## src/rtl/spi_rx_pkg.sv

```systemverilog
`default_nettype none
// ============================================================================
//  Module      : spi_rx_pkg
//  Description : Shared types and constants for the SPI image receiver.
//                Optional build macro used by the receiver: SPI_RX_CHECKSUM_EN
//  Revision    : 1.0 - initial release
// ============================================================================
package spi_rx_pkg;

    localparam int BYTE_W              = 8;
    localparam int IMG_BITS_DEFAULT    = 784;
    localparam int SYNC_STAGES_DEFAULT = 2;

    typedef enum logic [1:0] {
        IDLE  = 2'd0,
        RECV  = 2'd1,
        CHECK = 2'd2,
        FULL  = 2'd3
    } rx_state_t;

    // Bytes arrive MSB-first but the image wants the first received bit at the
    // lowest index, so every stored byte is bit-reversed.
    function automatic logic [BYTE_W-1:0] bit_rev8(input logic [BYTE_W-1:0] b);
        logic [BYTE_W-1:0] r;
        for (int i = 0; i < BYTE_W; i++) begin
            r[i] = b[BYTE_W-1-i];
        end
        return r;
    endfunction

endpackage
`default_nettype wire

```

## src/rtl/spi_image_rx_if.sv

```systemverilog
`default_nettype none
// ============================================================================
//  Module      : spi_image_rx_if
//  Description : Image handshake between the SPI receiver (slave modport) and
//                the system controller (master modport).
//  Revision    : 1.0 - initial release
// ============================================================================
interface spi_image_rx_if #(
    parameter int IMG_BITS = 784
);
    localparam int CNT_W = $clog2(IMG_BITS / 8 + 1);

    logic                rx_enable;
    logic [IMG_BITS-1:0] img_bits;
    logic                img_valid;
    logic                img_ack;
    logic [CNT_W-1:0]    byte_count;
    logic                overrun_err;
    logic                chk_err;

    modport slave (
        input  rx_enable,
        input  img_ack,
        output img_bits,
        output img_valid,
        output byte_count,
        output overrun_err,
        output chk_err
    );

    modport master (
        output rx_enable,
        output img_ack,
        input  img_bits,
        input  img_valid,
        input  byte_count,
        input  overrun_err,
        input  chk_err
    );

endinterface
`default_nettype wire

```

## src/rtl/spi_rx_sync_edge.sv

```systemverilog
`default_nettype none
// ============================================================================
//  Module      : spi_rx_sync_edge
//  Description : N-stage synchroniser for an asynchronous input with single
//                clk rise/fall pulses derived from the synchronised level.
//  Revision    : 1.0 - initial release
// ============================================================================
module spi_rx_sync_edge #(
    parameter int   STAGES    = 2,
    parameter logic RESET_VAL = 1'b0
) (
    input  logic clk,
    input  logic rst,
    input  logic i_async,
    output logic o_sync,
    output logic o_rise,
    output logic o_fall
);

    logic [STAGES-1:0] r_chain;
    logic              r_prev;

    // Shift the async input through the chain; keep the previous synced level for edges.
    always_ff @(posedge clk) begin
        if (rst) begin
            r_chain <= {STAGES{RESET_VAL}};
            r_prev  <= RESET_VAL;
        end else begin
            r_chain <= {r_chain[STAGES-2:0], i_async};
            r_prev  <= r_chain[STAGES-1];
        end
    end

    assign o_sync = r_chain[STAGES-1];
    assign o_rise = r_chain[STAGES-1] & ~r_prev;
    assign o_fall = ~r_chain[STAGES-1] & r_prev;

endmodule
`default_nettype wire

```

## src/rtl/spi_image_rx.sv

```systemverilog
`default_nettype none
// ============================================================================
//  Module      : spi_image_rx
//  Description : SPI mode-0 slave that assembles one binarised image per frame
//                and hands it to the controller with a valid/ack handshake.
//                Build macro SPI_RX_CHECKSUM_EN: expect a trailing XOR byte.
//  Revision    : 1.0 - initial release
// ============================================================================
module spi_image_rx
    import spi_rx_pkg::*;
#(
    parameter int IMG_BITS    = IMG_BITS_DEFAULT,
    parameter int SYNC_STAGES = SYNC_STAGES_DEFAULT
) (
    input  logic          clk,
    input  logic          rst,
    input  logic          SCLK,
    input  logic          COPI,
    input  logic          spi_cs_n,
    spi_image_rx_if.slave img
);

    localparam int               IMG_BYTES  = IMG_BITS / BYTE_W;
    localparam int               CNT_W      = $clog2(IMG_BYTES + 1);
    localparam logic [CNT_W-1:0] C_FULL_CNT = CNT_W'(IMG_BYTES);

    logic w_sclk_rise, w_sclk_unused_fall, w_sclk_unused_lvl;
    logic w_cs_sync, w_cs_rise, w_cs_fall;
    logic w_copi_sync, w_copi_unused_rise, w_copi_unused_fall;

    spi_rx_sync_edge #(.STAGES(SYNC_STAGES), .RESET_VAL(1'b0)) u_sync_sclk (
        .clk    (clk),
        .rst    (rst),
        .i_async(SCLK),
        .o_sync (w_sclk_unused_lvl),
        .o_rise (w_sclk_rise),
        .o_fall (w_sclk_unused_fall)
    );

    spi_rx_sync_edge #(.STAGES(SYNC_STAGES), .RESET_VAL(1'b1)) u_sync_cs (
        .clk    (clk),
        .rst    (rst),
        .i_async(spi_cs_n),
        .o_sync (w_cs_sync),
        .o_rise (w_cs_rise),
        .o_fall (w_cs_fall)
    );

    spi_rx_sync_edge #(.STAGES(SYNC_STAGES), .RESET_VAL(1'b0)) u_sync_copi (
        .clk    (clk),
        .rst    (rst),
        .i_async(COPI),
        .o_sync (w_copi_sync),
        .o_rise (w_copi_unused_rise),
        .o_fall (w_copi_unused_fall)
    );

    rx_state_t             r_state, w_next;
    logic [BYTE_W-1:0]     r_shift;
    logic [2:0]            r_bit_cnt;
    logic                  r_byte_done;
    logic [CNT_W-1:0]      r_byte_count;
    logic [IMG_BITS-1:0]   r_img_bits;
    logic                  r_overrun;
    logic                  w_bit_rise, w_full_reached, w_store, w_overrun, w_clear;
    logic [CNT_W+2:0]      w_wr_base;
`ifdef SPI_RX_CHECKSUM_EN
    logic [BYTE_W-1:0]     r_xor;
    logic                  r_chk_err;
    logic                  w_chk_byte, w_chk_ok;
`endif

    assign w_bit_rise     = w_sclk_rise & ~w_cs_sync;
    assign w_full_reached = (r_byte_count == C_FULL_CNT);
    assign w_wr_base      = {r_byte_count, 3'b000};

    // Bit assembly: shift on each SCLK rise inside the frame, drop partial bytes at cs_n edges.
    always_ff @(posedge clk) begin
        if (rst) begin
            r_shift     <= '0;
            r_bit_cnt   <= '0;
            r_byte_done <= 1'b0;
        end else begin
            r_byte_done <= 1'b0;
            if (w_cs_rise || w_cs_fall) begin
                r_bit_cnt <= '0;
            end else if (w_bit_rise) begin
                r_shift   <= {r_shift[BYTE_W-2:0], w_copi_sync};
                r_bit_cnt <= r_bit_cnt + 3'd1;
                if (r_bit_cnt == 3'd7) begin
                    r_byte_done <= 1'b1;
                end
            end
        end
    end

    // Decide what a completed byte does: store it, flag it as overrun, or treat it as checksum.
    always_comb begin
        w_store   = 1'b0;
        w_overrun = 1'b0;
`ifdef SPI_RX_CHECKSUM_EN
        w_chk_byte = 1'b0;
        w_chk_ok   = (r_shift == r_xor);
`endif
        if (r_byte_done) begin
            if (!img.rx_enable || r_state == FULL) begin
                w_overrun = 1'b1;
            end else if (r_state == RECV && !w_full_reached) begin
                w_store = 1'b1;
            end
`ifdef SPI_RX_CHECKSUM_EN
            else if (r_state == CHECK) begin
                w_chk_byte = 1'b1;
            end
`endif
        end
    end

    // Frame state register.
    always_ff @(posedge clk) begin
        if (rst) begin
            r_state <= IDLE;
        end else begin
            r_state <= w_next;
        end
    end

    // Frame sequencing: start on cs_n fall, abort on cs_n rise, hold the image until ack.
    always_comb begin
        w_next = r_state;
        case (r_state)
            IDLE: begin
                if (w_cs_fall) w_next = RECV;
            end
            RECV: begin
                if (w_cs_rise) begin
                    w_next = IDLE;
                end else if (w_full_reached) begin
`ifdef SPI_RX_CHECKSUM_EN
                    w_next = CHECK;
`else
                    w_next = FULL;
`endif
                end
            end
            CHECK: begin
`ifdef SPI_RX_CHECKSUM_EN
                if (w_cs_rise) begin
                    w_next = IDLE;
                end else if (w_chk_byte) begin
                    w_next = w_chk_ok ? FULL : IDLE;
                end
`else
                w_next = IDLE;
`endif
            end
            FULL: begin
                if (img.img_ack) w_next = IDLE;
            end
            default: w_next = IDLE;
        endcase
    end

    // Any return to IDLE, or the start of a new frame, restarts the byte count.
    assign w_clear = ((w_next == IDLE) && (r_state != IDLE)) || ((r_state == IDLE) && w_cs_fall);

    // Image storage, byte counter and sticky overrun flag.
    always_ff @(posedge clk) begin
        if (rst) begin
            r_byte_count <= '0;
            r_img_bits   <= '0;
            r_overrun    <= 1'b0;
        end else begin
            if (w_clear) begin
                r_byte_count <= '0;
            end else if (w_store) begin
                r_byte_count <= r_byte_count + CNT_W'(1);
            end
            if (w_store) begin
                r_img_bits[w_wr_base +: BYTE_W] <= bit_rev8(r_shift);
            end
            if (w_overrun) begin
                r_overrun <= 1'b1;
            end
        end
    end

`ifdef SPI_RX_CHECKSUM_EN
    // Running XOR of stored bytes and sticky checksum error.
    always_ff @(posedge clk) begin
        if (rst) begin
            r_xor     <= '0;
            r_chk_err <= 1'b0;
        end else begin
            if (w_clear && !w_chk_byte) begin
                r_xor <= '0;
            end else if (w_store) begin
                r_xor <= r_xor ^ r_shift;
            end
            if (w_chk_byte && !w_chk_ok) begin
                r_chk_err <= 1'b1;
            end
        end
    end
    assign img.chk_err = r_chk_err;
`else
    assign img.chk_err = 1'b0;
`endif

    assign img.img_bits    = r_img_bits;
    assign img.img_valid   = (r_state == FULL);
    assign img.byte_count  = r_byte_count;
    assign img.overrun_err = r_overrun;

endmodule
`default_nettype wire
```

## src/flat_wrapper.sv

```systemverilog
// flat-port wrapper written by rule: the top's interface ports become plain ports
module spi_image_rx_flat import spi_rx_pkg::*;
#(
    parameter int IMG_BITS    = IMG_BITS_DEFAULT,
    parameter int SYNC_STAGES = SYNC_STAGES_DEFAULT
)
  (clk, rst, SCLK, COPI, spi_cs_n, img_rx_enable, img_img_ack, img_img_bits, img_img_valid, img_byte_count, img_overrun_err, img_chk_err);
  spi_image_rx_if #(.IMG_BITS(IMG_BITS)) img_i ();
  input  logic clk;
  input  logic rst;
  input  logic SCLK;
  input  logic COPI;
  input  logic spi_cs_n;
  input wire logic [$bits(img_i.rx_enable)-1:0] img_rx_enable;
  input wire logic [$bits(img_i.img_ack)-1:0] img_img_ack;
  output wire logic [$bits(img_i.img_bits)-1:0] img_img_bits;
  output wire logic [$bits(img_i.img_valid)-1:0] img_img_valid;
  output wire logic [$bits(img_i.byte_count)-1:0] img_byte_count;
  output wire logic [$bits(img_i.overrun_err)-1:0] img_overrun_err;
  output wire logic [$bits(img_i.chk_err)-1:0] img_chk_err;
  assign img_i.rx_enable = img_rx_enable;
  assign img_i.img_ack = img_img_ack;
  assign img_img_bits = img_i.img_bits;
  assign img_img_valid = img_i.img_valid;
  assign img_byte_count = img_i.byte_count;
  assign img_overrun_err = img_i.overrun_err;
  assign img_chk_err = img_i.chk_err;
  spi_image_rx #(.IMG_BITS(IMG_BITS), .SYNC_STAGES(SYNC_STAGES)) u_core (.clk(clk), .rst(rst), .SCLK(SCLK), .COPI(COPI), .spi_cs_n(spi_cs_n), .img(img_i));
endmodule
```

## config.mk

```make
export PLATFORM = sky130hd
export DESIGN_NAME = spi_image_rx_flat
export DESIGN_NICKNAME = d
export VERILOG_FILES = /design/src/rtl/spi_rx_pkg.sv /design/src/rtl/spi_image_rx_if.sv /design/src/rtl/spi_rx_sync_edge.sv /design/src/rtl/spi_image_rx.sv /design/src/flat_wrapper.sv
export SDC_FILE = /design/constraint.sdc
export NUM_CORES = 2
export LEC_CHECK = 0
export ABC_AREA = 1
export CAP_MARGIN = 15
export CORE_AREA = 2 2 310 312
export CTS_CLUSTER_DIAMETER = 100
export CTS_CLUSTER_SIZE = 8
export DETAILED_ROUTE_END_ITERATION = 8
export DIE_AREA = 0 0 312 314
export PLACE_DENSITY = 0.75
export SLEW_MARGIN = 20
export SYNTH_ARGS = -nofsm -noshare
export SYNTH_HDL_FRONTEND = slang
export SYNTH_HIERARCHICAL = 1
export SYNTH_SLANG_ARGS = --single-unit
```

## constraint.sdc

```tcl
create_clock -name clk -period 5 [get_ports clk]
set_input_delay 0.75 -clock clk [delete_from_list [all_inputs] [get_ports clk]]
set_output_delay 0.75 -clock clk [all_outputs]
set_load 0.05 [all_outputs]
```

# Word-level counts from Yosys, hierarchy flattened
# Cells that the tools add are included.
# totals
regBits	814
inputBits	7
wordCells	58
output_inout_bits	794
# classes
shifts	2
addsub	3
n_mux	12
eq_ne	5
reduce_logical	15
bitwise	9
# op_table
operator	count
bitwise mux 784 bit	1
variable shift 8 x 12 -> 784 bit, first input constant	1
indexed part select 8 x 12 -> 784 bit	1
negation 10 -> 12 bit	1
two-way mux 2 bit	4
case mux 2 bit (4 select lines)	1
adder 7 x 1 -> 7 bit, second input constant	1
equality test 7 bit, second input constant	1
two-way mux 1 bit	6
NOT 1 bit	5
AND 1 bit	4
equality test 2 bit, second input constant	2
logical NOT 2 bit	2
OR reduction 2 bit	2
adder 3 x 1 -> 3 bit, second input constant	1
equality test 3 bit, second input constant	1
logical AND 1 bit	3
logical OR 1 bit	3
OR reduction 3 bit	1
equality test 2 x 1 -> 1 bit, second input constant	1
logical NOT 1 bit	2
AND reduction 2 bit	1
nonzero test 2 bit	1

# Longest topological paths before layout
# logic_depth
ltp_word	8
mapped_depth	16
depth_no_buf	14

# Cells and area by module
# Netlist, hierarchy kept.
# by_module_without_submodules
module	n_inst	cells_per_inst	seq_area_each_um2	area_each_um2
spi_image_rx	1	5750	16135.5	36069.6
spi_rx_sync_edge at u_core.u_sync_copi ...	2	12	60.1	93.8
spi_rx_sync_edge at u_core.u_sync_cs	1	13	60.1	97.6

# Least setup slack after synthesis
# No wires, ideal clock.
# synth_path
path_kind	reg2reg
from	reg u_core.r_byte_count[0], in the netlist u_core/img.byte_count[0]
to	reg u_core.r_img_bits[115], in the netlist u_core/img.img_bits[115]
path_stages_with_launch	13
t_required_ps	4936
path_buffers	2
arrival_time_ps	2683
setup_slack_ps	2253
setup_ps	64
period_less_slack_ps	2747
cell_sequence	dfxtp_1 inv_1 ha_1 buf_2 clkinv_1 nor2_1 clkbuf_1 nand4_1 nor2_1 inv_1 nor2_1 nor2_1 nor2_1
# synth_between
elab_chain_cells	6
word_cells_on_any_way	10
classes_between	add/sub (1); eq/ne (1); shift (2); mux (4); reduce/logical (2)
# synth_lines
item	line	text
from (decl)	spi_image_rx.sv:62	logic [CNT_W-1:0] r_byte_count;
from (signal assigned)	spi_image_rx.sv:177	r_byte_count <= r_byte_count + CNT_W'(1);
branches (longest 6 deep; another with negation 10 -> 12 bit)	--	
to (signal, indexed assignment)	spi_image_rx.sv:180	r_img_bits[w_wr_base +: BYTE_W] <= bit_rev8(r_shift);
to (decl)	spi_image_rx.sv:63	logic [IMG_BITS-1:0] r_img_bits;
# Parallel ways; which one is timed is not known.
# A chain may end at the register's enable or synchronous reset.

# Worst setup path after layout
# layout_path
from	reg u_core.r_byte_count[1], in the netlist u_core/img.byte_count[1]
to	reg u_core.r_img_bits[643], in the netlist u_core/img.img_bits[643]
# The elaborated chain is that of the path after synthesis.

==> flow_metrics.py <==
metrics = {
    "finish": {
        "final_common_cell": "nand2_1",
        "fillers": 9226,
        "area_delta_synth_final_pct": 32.86,
        "drive_above_1_share": 0.03828,
        "nNetsFinal": 6486,
        "final_cell_mix": "nand2_1 (1741), nor2_1 (1430), inv_1 (926)",
    },
    "global_route": {
        "grt_pass1_vias": 34130,
        "gr-total-overflow": 0,
        "grt_pass1_wl_microns": 212800,
        "grt_max_degree": 140,
        "grt_usage": 0.2854,
        "antenna_found_initial": 1,
    },
    "die": {
        "dieHeight_microns": 314,
        "start_util": 0.3844,
        "die_area_sq_mm": 0.09797,
        "die_w_microns": 312,
        "core_area_sq_mm": 0.09445,
        "boundaryPins": 801,
        "rows": 113,
    },
    "sta": {
        "period_minus_slack_ps": 3950,
        "slew_headroom": 0.2593,
        "hold_viol_final": 0,
        "holdWs_ps": 415.9,
        "fmax_mhz": 253.2,
        "rsz0062_at_grt": "false",
        "period_share": 0.7900,
        "setup_viol": 0,
        "tightest_slew_ps": 1111,
        "finClkSkew_ps": 46.81,
        "final_max_slew_viol_count": 0,
        "setup_tns_ps": 0,
    },
    "cts": {
        "cts.sinks": 814,
        "cts_buffer_depth": 3,
        "clk_pin_slew_ps": 60,
        "root_buffer": "clkbuf_16",
        "cts_buffers": 112,
        "cts_setup_buffers": 0,
        "clkLatencyLatePin_ps": 710,
        "cts_resized": 0,
        "cts_tree": "yes",
        "cts.htree.levels": 3,
        "cts_hold_buf": 0,
    },
    "setup_path": {
        "cp.arrival_ps": 4580,
        "cp_max_fo": 45,
        "crit_path_start_kind": "flip-flop",
        "crit_required_ps": 5630,
        "slowest_stage": "nor2_1",
        "slowest_delay_ps": 490,
        "path_common_cell": "nand2_1",
        "cp_num_buf_inv": 3,
        "worstSetupEndpointType": "flip-flop",
        "worstPathCellList": "inv_1 > ha_1 > inv_1 > nand2_1 > nand2_4 > buf_4 > nand2_1 > nor2_2 > nand3_1 > nor2_1 > nand2_1 > nand2_1 > nand2_1 > nor2_1",
        "crit_family": "simple AND/OR/NAND/NOR gates",
        "path_class": "reg2reg",
    },
    "placed_design": {
        "gp_congestion": 0.9302,
        "post-dp-hpwl_microns": 104300,
        "io_buffers": 799,
    },
    "route": {
        "drt-met1-wl_microns": 58000,
        "wl_per_cell_microns": 18.71,
        "first_iter_violations": 3560,
        "via_per_inst": 4.758,
        "top_layer_used": "met4",
        "drt.antenna.violating_nets": 0,
        "finalWirelength_microns": 144900,
        "drc": 0,
        "routed-wl-met3_microns": 14160,
        "num_vias": 36850,
        "wl_met2_microns": 66490,
        "firstDrtPassIters": 6,
    },
    "pwr": {
        "p_sw_frac": 0.2235,
        "pwr_density_cell_mw_per_mm2": 279.5,
        "p_int_mw": 10.47,
        "irDropWorstVdd_mv": 0.2465,
        "p_sw_mw": 3.013,
        "p_comb_frac": 0.012,
        "p_clk_frac": 0.505,
        "seqPwrFrac": 0.482,
        "leakagePower_nw": 24.67,
    },
    "flow_run": {
        "drv_cap": 0,
    },
    "synth": {
        "ys_warn_count": 6,
        "synthCells": 5779,
        "syn_area_sq_mm": 0.03631,
        "syn-num-nets": 5793,
        "avgSynthCellArea_sq_um": 6.283,
    },
    "worst_hold_path": {
        "hold_path_class": "reg2reg",
    },
    "outcome": {
        "status": "finished, final reports clean",
    },
}
-- worst paths after layout --
check	start	slack (ps)	endpoint	cells past startpoint
worst max-delay path	u_core/img.byte_count[1]	1050	u_core/img.img_bits[643]	14
worst min-delay path	u_core/u_sync_cs/r_chain[0]	420	u_core/u_sync_cs/r_chain[1]	2
worst max register to register	u_core/img.byte_count[1]	1050	u_core/img.img_bits[643]	14
worst min register to register	u_core/u_sync_cs/r_chain[0]	420	u_core/u_sync_cs/r_chain[1]	2
-- final cells by class --
type / count / area, sq um / area share
Antenna cell: 1 / 2.502 / 0.00005188
Clock inverter: 9 / 177.7 / 0.003683
Inverter: 945 / 3557 / 0.07374
Clock buffer: 112 / 2803 / 0.05810
Tap cell: 1265 / 1583 / 0.03281
Multi-Input combinational cell: 3743 / 15340 / 0.3179
Timing Repair Buffer: 856 / 8483 / 0.1759
Sequential cell: 814 / 16300 / 0.3378
-- state kept, by name, indices dropped and copies added (netlist names) --
register / cells
u_core/r_byte_done: 1
u_core/u_sync_cs/r_chain: 2
u_core/u_sync_sclk/r_chain: 2
u_core/r_state: 2
u_core/r_bit_cnt: 3
u_core/u_sync_cs/r_prev: 1
u_core/u_sync_sclk/r_prev: 1
u_core/u_sync_copi/r_chain: 2
u_core/img.overrun_err: 1
u_core/img.byte_count: 7
u_core/img.img_bits: 784
u_core/r_shift: 8
-- worst min-delay path, stage by stage (launching register included) --
cell	delay, ps
dfxtp_1	300
inv_1	30
nand2_1	50
-- per-stage QoR --
step | area (sq um) | std cells | utilization | worst slack (ps) | total power, mW
finish | 48240 | 7745 | 0.5108 | 1050 | 13.48
global route | 48240 | 7745 | 0.5108 | 778.9 | 13.87
CTS | 48240 | 7744 | 0.5107 | 1132 | 13.59
detailed placement | 45260 | 7623 | 0.4792 | 1166 | 6.800
global placement | 45260 | 7623 | 0.4792 | 1258 | 6.800
floorplan | 36310 | 5779 | - | 2253 | 6.750
-- metal layers --
layer,vias up,global-route usage
li1,18190,-
met1,16800,0.3468
met2,1581,0.4707
met3,282,0.08175
met4,0,0.1247
met5,-,0
-- power by group through the flow --
| stage | registers [mW] | logic, mW | clock network, mW |
|---|---|---|---|
| global route | 6.50 | 0.182 | 7.19 |
| CTS | 6.50 | 0.165 | 6.92 |
| floorplan | 6.63 | 0.116 | 0 |
| detailed placement | 6.64 | 0.164 | 0 |
| global placement | 6.64 | 0.165 | 0 |
| finish | 6.50 | 0.167 | 6.81 |
(Power assumes the default switching activity.)
